$ cat config.mk
export PLATFORM = sky130hd
export DESIGN_NAME = vga_sync_gen
export DESIGN_NICKNAME = d
export VERILOG_FILES = /design/src/rtl/vga_sync_gen.sv
export SDC_FILE = /design/constraint.sdc
export NUM_CORES = 1
export LEC_CHECK = 0
export CAP_MARGIN = 20
export CORE_UTILIZATION = 51
export CTS_CLUSTER_SIZE = 8
export DETAILED_ROUTE_END_ITERATION = 10
export PLACE_DENSITY = 0.84
export SLEW_MARGIN = 20
export SYNTH_ARGS = -nofsm -noshare
export SYNTH_HDL_FRONTEND = slang
export SYNTH_SLANG_ARGS = --single-unit
$ cat constraint.sdc
create_clock -name clk -period 3.2 [get_ports clk]
set_input_delay 0.64 -clock clk [delete_from_list [all_inputs] [get_ports clk]]
set_output_delay 0.64 -clock clk [all_outputs]
set_load 0.01 [all_outputs]
$ cat src/rtl/vga_sync_gen.sv
// VGA timing generator: pixel-rate divider, x/y raster counters, blanking and
// active-low syncs, with a one-pixel output register stage toward the connector.
module vga_sync_gen #(
  parameter int unsigned H_DISPLAY = 640,
  parameter int unsigned H_FRONT   = 16,
  parameter int unsigned H_SYNC    = 96,
  parameter int unsigned H_BACK    = 48,
  parameter int unsigned V_DISPLAY = 480,
  parameter int unsigned V_FRONT   = 10,
  parameter int unsigned V_SYNC    = 2,
  parameter int unsigned V_BACK    = 33,
  parameter int unsigned DIV       = 4
) (
  input  logic        clk,
  input  logic        reset,
  input  logic [11:0] rgb_in,
  output logic        p_tick,
  output logic [9:0]  x,
  output logic [9:0]  y,
  output logic        video_on,
  output logic        frame_tick,
  output logic        hsync,
  output logic        vsync,
  output logic [11:0] rgb_out
);

  localparam int unsigned H_TOTAL  = H_DISPLAY + H_FRONT + H_SYNC + H_BACK;
  localparam int unsigned V_TOTAL  = V_DISPLAY + V_FRONT + V_SYNC + V_BACK;
  localparam int unsigned HS_START = H_DISPLAY + H_FRONT;
  localparam int unsigned HS_END   = HS_START + H_SYNC - 1;
  localparam int unsigned VS_START = V_DISPLAY + V_FRONT;
  localparam int unsigned VS_END   = VS_START + V_SYNC - 1;
  localparam int unsigned DIV_W    = (DIV > 1) ? $clog2(DIV) : 1;
  localparam int unsigned CNT_W    = 10;

  logic [DIV_W-1:0] div_cnt;
  logic             hsync_raw;
  logic             vsync_raw;
  logic [11:0]      rgb_blank;

  // Pixel-rate divider: counts 0..DIV-1 and strobes on the last count.
  always_ff @(posedge clk or posedge reset) begin
    if (reset) begin
      div_cnt <= '0;
    end else if (div_cnt == DIV_W'(DIV - 1)) begin
      div_cnt <= '0;
    end else begin
      div_cnt <= div_cnt + DIV_W'(1);
    end
  end

  assign p_tick = (div_cnt == DIV_W'(DIV - 1));

  // Raster counters: x advances per pixel, y advances when a line completes.
  always_ff @(posedge clk or posedge reset) begin
    if (reset) begin
      x <= '0;
      y <= '0;
    end else if (p_tick) begin
      if (x == CNT_W'(H_TOTAL - 1)) begin
        x <= '0;
        if (y == CNT_W'(V_TOTAL - 1)) begin
          y <= '0;
        end else begin
          y <= y + CNT_W'(1);
        end
      end else begin
        x <= x + CNT_W'(1);
      end
    end
  end

  // Decodes of the registered raster position.
  always_comb begin
    video_on   = (x < CNT_W'(H_DISPLAY)) && (y < CNT_W'(V_DISPLAY));
    frame_tick = p_tick && (x == '0) && (y == CNT_W'(V_DISPLAY + 1));
    hsync_raw  = !((x >= CNT_W'(HS_START)) && (x <= CNT_W'(HS_END)));
    vsync_raw  = !((y >= CNT_W'(VS_START)) && (y <= CNT_W'(VS_END)));
    rgb_blank  = video_on ? rgb_in : 12'h000;
  end

  // Connector stage: syncs and blanked colour captured together once per pixel.
  always_ff @(posedge clk or posedge reset) begin
    if (reset) begin
      hsync   <= 1'b1;
      vsync   <= 1'b1;
      rgb_out <= 12'h000;
    end else if (p_tick) begin
      hsync   <= hsync_raw;
      vsync   <= vsync_raw;
      rgb_out <= rgb_blank;
    end
  end

endmodule

# Yosys cells after proc, flatten, opt, wreduce, memory -nomap -nowiden
# Index checks and enable logic that the tools add are counted.
# word_totals
regBits	36
word_cells	32
out_inout_bits	37
# classes
n_reduce_logical	9
n_lt_le_gt_ge	6
n_eq_ne	4
n_mux	4
add_sub_neg	3
# op_table
cell	count
$add 10x1->10 const B	2
$eq 10x10->1 const B	2
$mux 10	2
$mux 12	1
$eq 10x9->1 const B	1
$ge 10x10->1 const B	1
$ge 10x9->1 const B	1
$le 10x10->1 const B	1
$le 10x9->1 const B	1
$logic_not 10->1	1
$lt 10x10->1 const B	1
$lt 10x9->1 const B	1
$logic_and 1x1->1	5
$add 2x1->2 const B	1
$eq 2x2->1 const B	1
$logic_not 1->1	2
$mux 2	1
$reduce_and 2->1	1

# Longest topological paths before layout
# logic_depth
word_depth	3
ltp_mapped	8

# Worst setup path after synthesis
# No wires, ideal clock.
# synth_path
path_type	reg-to-output
start	register y[5]
end	output port video_on
path_stages_with_launch	6
arrival_time_ps	1264
path_slack_ps	1296
t_required_ps	2560
n_path_buf	1
cell_sequence	dfrtp_1 -> and3_1 -> nand2_1 -> nand3b_1 -> clkbuf_1 -> inv_1
# synth_via
elab_chain_cells	2
# synth_rtl
element	line	source
start, declared	19	output logic [9:0] y,
start signal, assigned	65	y <= y + CNT_W'(1);
$lt 10x9->1	75	video_on = (x < CNT_W'(H_DISPLAY)) && (y < CNT_W'(V_DISPLAY));
$logic_and 1x1->1	75	
end, declared	20	output logic video_on,
# Every way passes these cells.

# Worst setup path in the final report
# layout_path
start	register y[5]
end	output port frame_tick
# layout_via
elab_chain_cells	2
# layout_rtl
element	line	source
$eq 10x9->1	76	frame_tick = p_tick && (x == '0) && (y == CNT_W'(V_DISPLAY + 1));
$logic_and 1x1->1	76	
end, declared	21	output logic frame_tick,
# Every way passes these cells.

==> results.json <==
{
  "synth_top_flop_cell": "dfrtp_1",
  "criticalPathCategory": "register to primary output",
  "most-common-layout-cells": "clkdlybuf4s50_1 (50), dfrtp_1 (34), nand2_1 (20), inv_1 (18), o22ai_1 (13)",
  "die_w_um": 61.6,
  "dieArea_um2": 3790,
  "drive_gt1_share_pct": 9.48,
  "synth_enable_flop_cells": 0,
  "gr-total-overflow": 0,
  "period_needed_ns": 2.78,
  "worstSetupStartpoint": "y[5]",
  "fin_skew_ns": 0.00644,
  "num_rows": 21,
  "synth_cells": 180,
  "rsz0062_at_grt": "false",
  "start_kind": "register",
  "place.port_buffers": 50,
  "min-delay-path-class": "register to register",
  "coreArea_um2": 3360,
  "post_synth_num_cell_types": 39,
  "yosys_warnings": 0,
  "antennaDiodeCount": 0,
  "cts.path.max_buffers": 2,
  "drt-pass1-iter-count": 4,
  "drtIter0Drc": 65,
  "grt_usage_pct": 21.4,
  "vias": 1480,
  "setup_ws_ns": 0.419,
  "cts_tree": "done",
  "start_util_pct": 53.8,
  "synthTopCellsByArea": "dfrtp_1 (47%), o22ai_1 (4.5%), xor2_1 (4.4%)",
  "insertion_delay_ns": 0.34,
  "final_common_cell": "clkdlybuf4s50_1",
  "synth_fp_nets": 200,
  "num-nets-final": 251,
  "r2r_cells": 6,
  "synth.largest_area_cell": "dfrtp_1",
  "io_pins": 51,
  "area_growth_pct": 32.7,
  "synth_area_per_cell_um2": 10.1,
  "path_max_fanout": 6,
  "peakVddDrop_mv": 0.255,
  "cpPeakStageDelay_ns": 0.55,
  "r2r_setup_slack_ns": 0.94,
  "ctsHoldBuffers": 0,
  "drt_wl_total_mm": 3.80,
  "place_ws_ns": 0.804,
  "leakagePower_uw": 0.00106,
  "antenna_found_initial": 0,
  "critical_path.endpoint": "frame_tick",
  "grt_pass1_vias": 1347,
  "hpwl_mm": 2.73,
  "yosysSeqAreaShare_pct": 49.9,
  "die_h_um": 61.6,
  "drt-vias-per-instance": 5.32,
  "crit_arrival_ns": 2.14,
  "ant_nets": 0,
  "cts.root.buffer_cell": "clkbuf_4",
  "htree_levels": 2,
  "gp_congestion": 0.827,
  "drc_errors": 0,
  "fin_crit_sh_pct": 86.9,
  "finalHoldViolCount": 0,
  "clock-sinks": 36,
  "clkSlewWorstSetupHoldPaths_ns": 0.11,
  "cp.required_ns": 2.56,
  "grt_max_degree": 37,
  "cts_resized": 0,
  "cp-end-kind": "primary output",
  "power_density_nw_per_um2": 346,
  "slew_violations": 0,
  "hold_path_depth": 1,
  "reg2reg_to": "y[9]",
  "grt_pass1_wl_mm": 5.85,
  "async_reset_ff_share_pct": 100,
  "tightest_slew_ns": 0.641,
  "routedWlPerCell_um": 13.7,
  "post-cts-setup-buffer-count": 0,
  "status": "finished clean",
  "r2r-start": "div_cnt[0]",
  "crit_slowest_cell": "clkdlybuf4s50_1",
  "netlist_area_um2": 1810,
  "cts_buffers": 5,
  "synthDominantCellAreaShare_pct": 47.0,
  "fmax_ghz": 0.360,
  "worstPathCellList": "and3_1, nand2_1, nor4_1, and4_1, clkdlybuf4s50_1",
  "ys_ff_latch": 36,
  "finalSetupViolCount": 0,
  "tns_ns": 0,
  "slew-limit-headroom_pct": 57.2,
  "drv_cap": 0
}
==> how the worst min path moves through the flow <==
stage | start | end | slack (ns)
2_1_floorplan | div_cnt[0] | div_cnt[0] | 0.40
3_3_place_gp | div_cnt[0] | div_cnt[0] | 0.42
3_5_place_dp | div_cnt[0] | div_cnt[0] | 0.44
4_1_cts | div_cnt[0] | div_cnt[0] | 0.45
5_1_grt | div_cnt[0] | div_cnt[0] | 0.46
6_report | div_cnt[0] | div_cnt[0] | 0.44
==> synth_stat cells, types with 3 or more instances <==
| library cell | count |
|---|---|
| and3_2 | 3 |
| o22ai_1 | 13 |
| and3_1 | 5 |
| xnor2_1 | 4 |
| dfrtp_1 | 34 |
| nand3_1 | 5 |
| inv_1 | 18 |
| buf_6 | 4 |
| nand4_1 | 7 |
| ha_1 | 6 |
| nand2_1 | 20 |
| o21ai_0 | 4 |
| xor2_1 | 9 |
| nor2_1 | 12 |
| clkbuf_1 | 4 |
==> metrics by stage <==
step	util (%)	std cells	hold slack, ns	power (uW)	instance area, um^2
3_3_place_gp	69.2	270	0.419	528	2330
5_1_grt	71.4	278	0.457	866	2400
4_1_cts	71.4	278	0.449	842	2400
6_report	71.4	278	0.441	832	2400
2_1_floorplan	-	180	0.403	492	1810
3_5_place_dp	69.2	270	0.436	530	2330
==> report_power, final <==
group | switching (uW) | internal [uW]
clock | 149 | 164
sequential | 3.64 | 462
combinational | 21.2 | 32.3
==> state kept, by name, indices dropped and copies added (netlist names) <==
| register | flops |
|---|---|
| hsync | 1 |
| y | 10 |
| vsync | 1 |
| x | 10 |
| rgb_out | 12 |
| div_cnt | 2 |
==> cell type report <==
class                      instances  area (um^2)
inverter                          18         67.6
multi-input combinational        116          767
sequential                        36          903
tap                               46         57.6
fill                             263          961
clock buffer                       6         41.3
clock inverter                     2         35.0
timing repair buffer              54          531
==> logic make-up (layout without fill, tap and decap cells) <==
kind of cell | Yosys count | in the layout | synth area share [%]
flops | 36 | 36 | 49.9
simple gates | 71 | 71 | 22.5
compound gates | 25 | 25 | 8.78
mux | 1 | 1 | 0.622
buf+inv | 28 | 80 | 7.74
xor+xnor | 13 | 13 | 6.29
fa+ha+maj | 6 | 6 | 4.15
==> worst max-delay path, delay by kind of cell, from the launching register on <==
family | cells | cell delay, ns
simple gates | 4 | 0.81
buf+inv | 1 | 0.55
flops | 1 | 0.44
==> metal layers <==
layer	track usage [%]	part of all wire [%]	routed length, um	vias to the layer above
met2	34.7	45	1710	63
met4	6.98	1.9	72	0
met3	6.93	8.2	310	12
met1	27.2	45	1700	687
met5	0	0	0	-
li1	-	-	-	718
No activity file was read; power rests on OpenSTA's default activity.
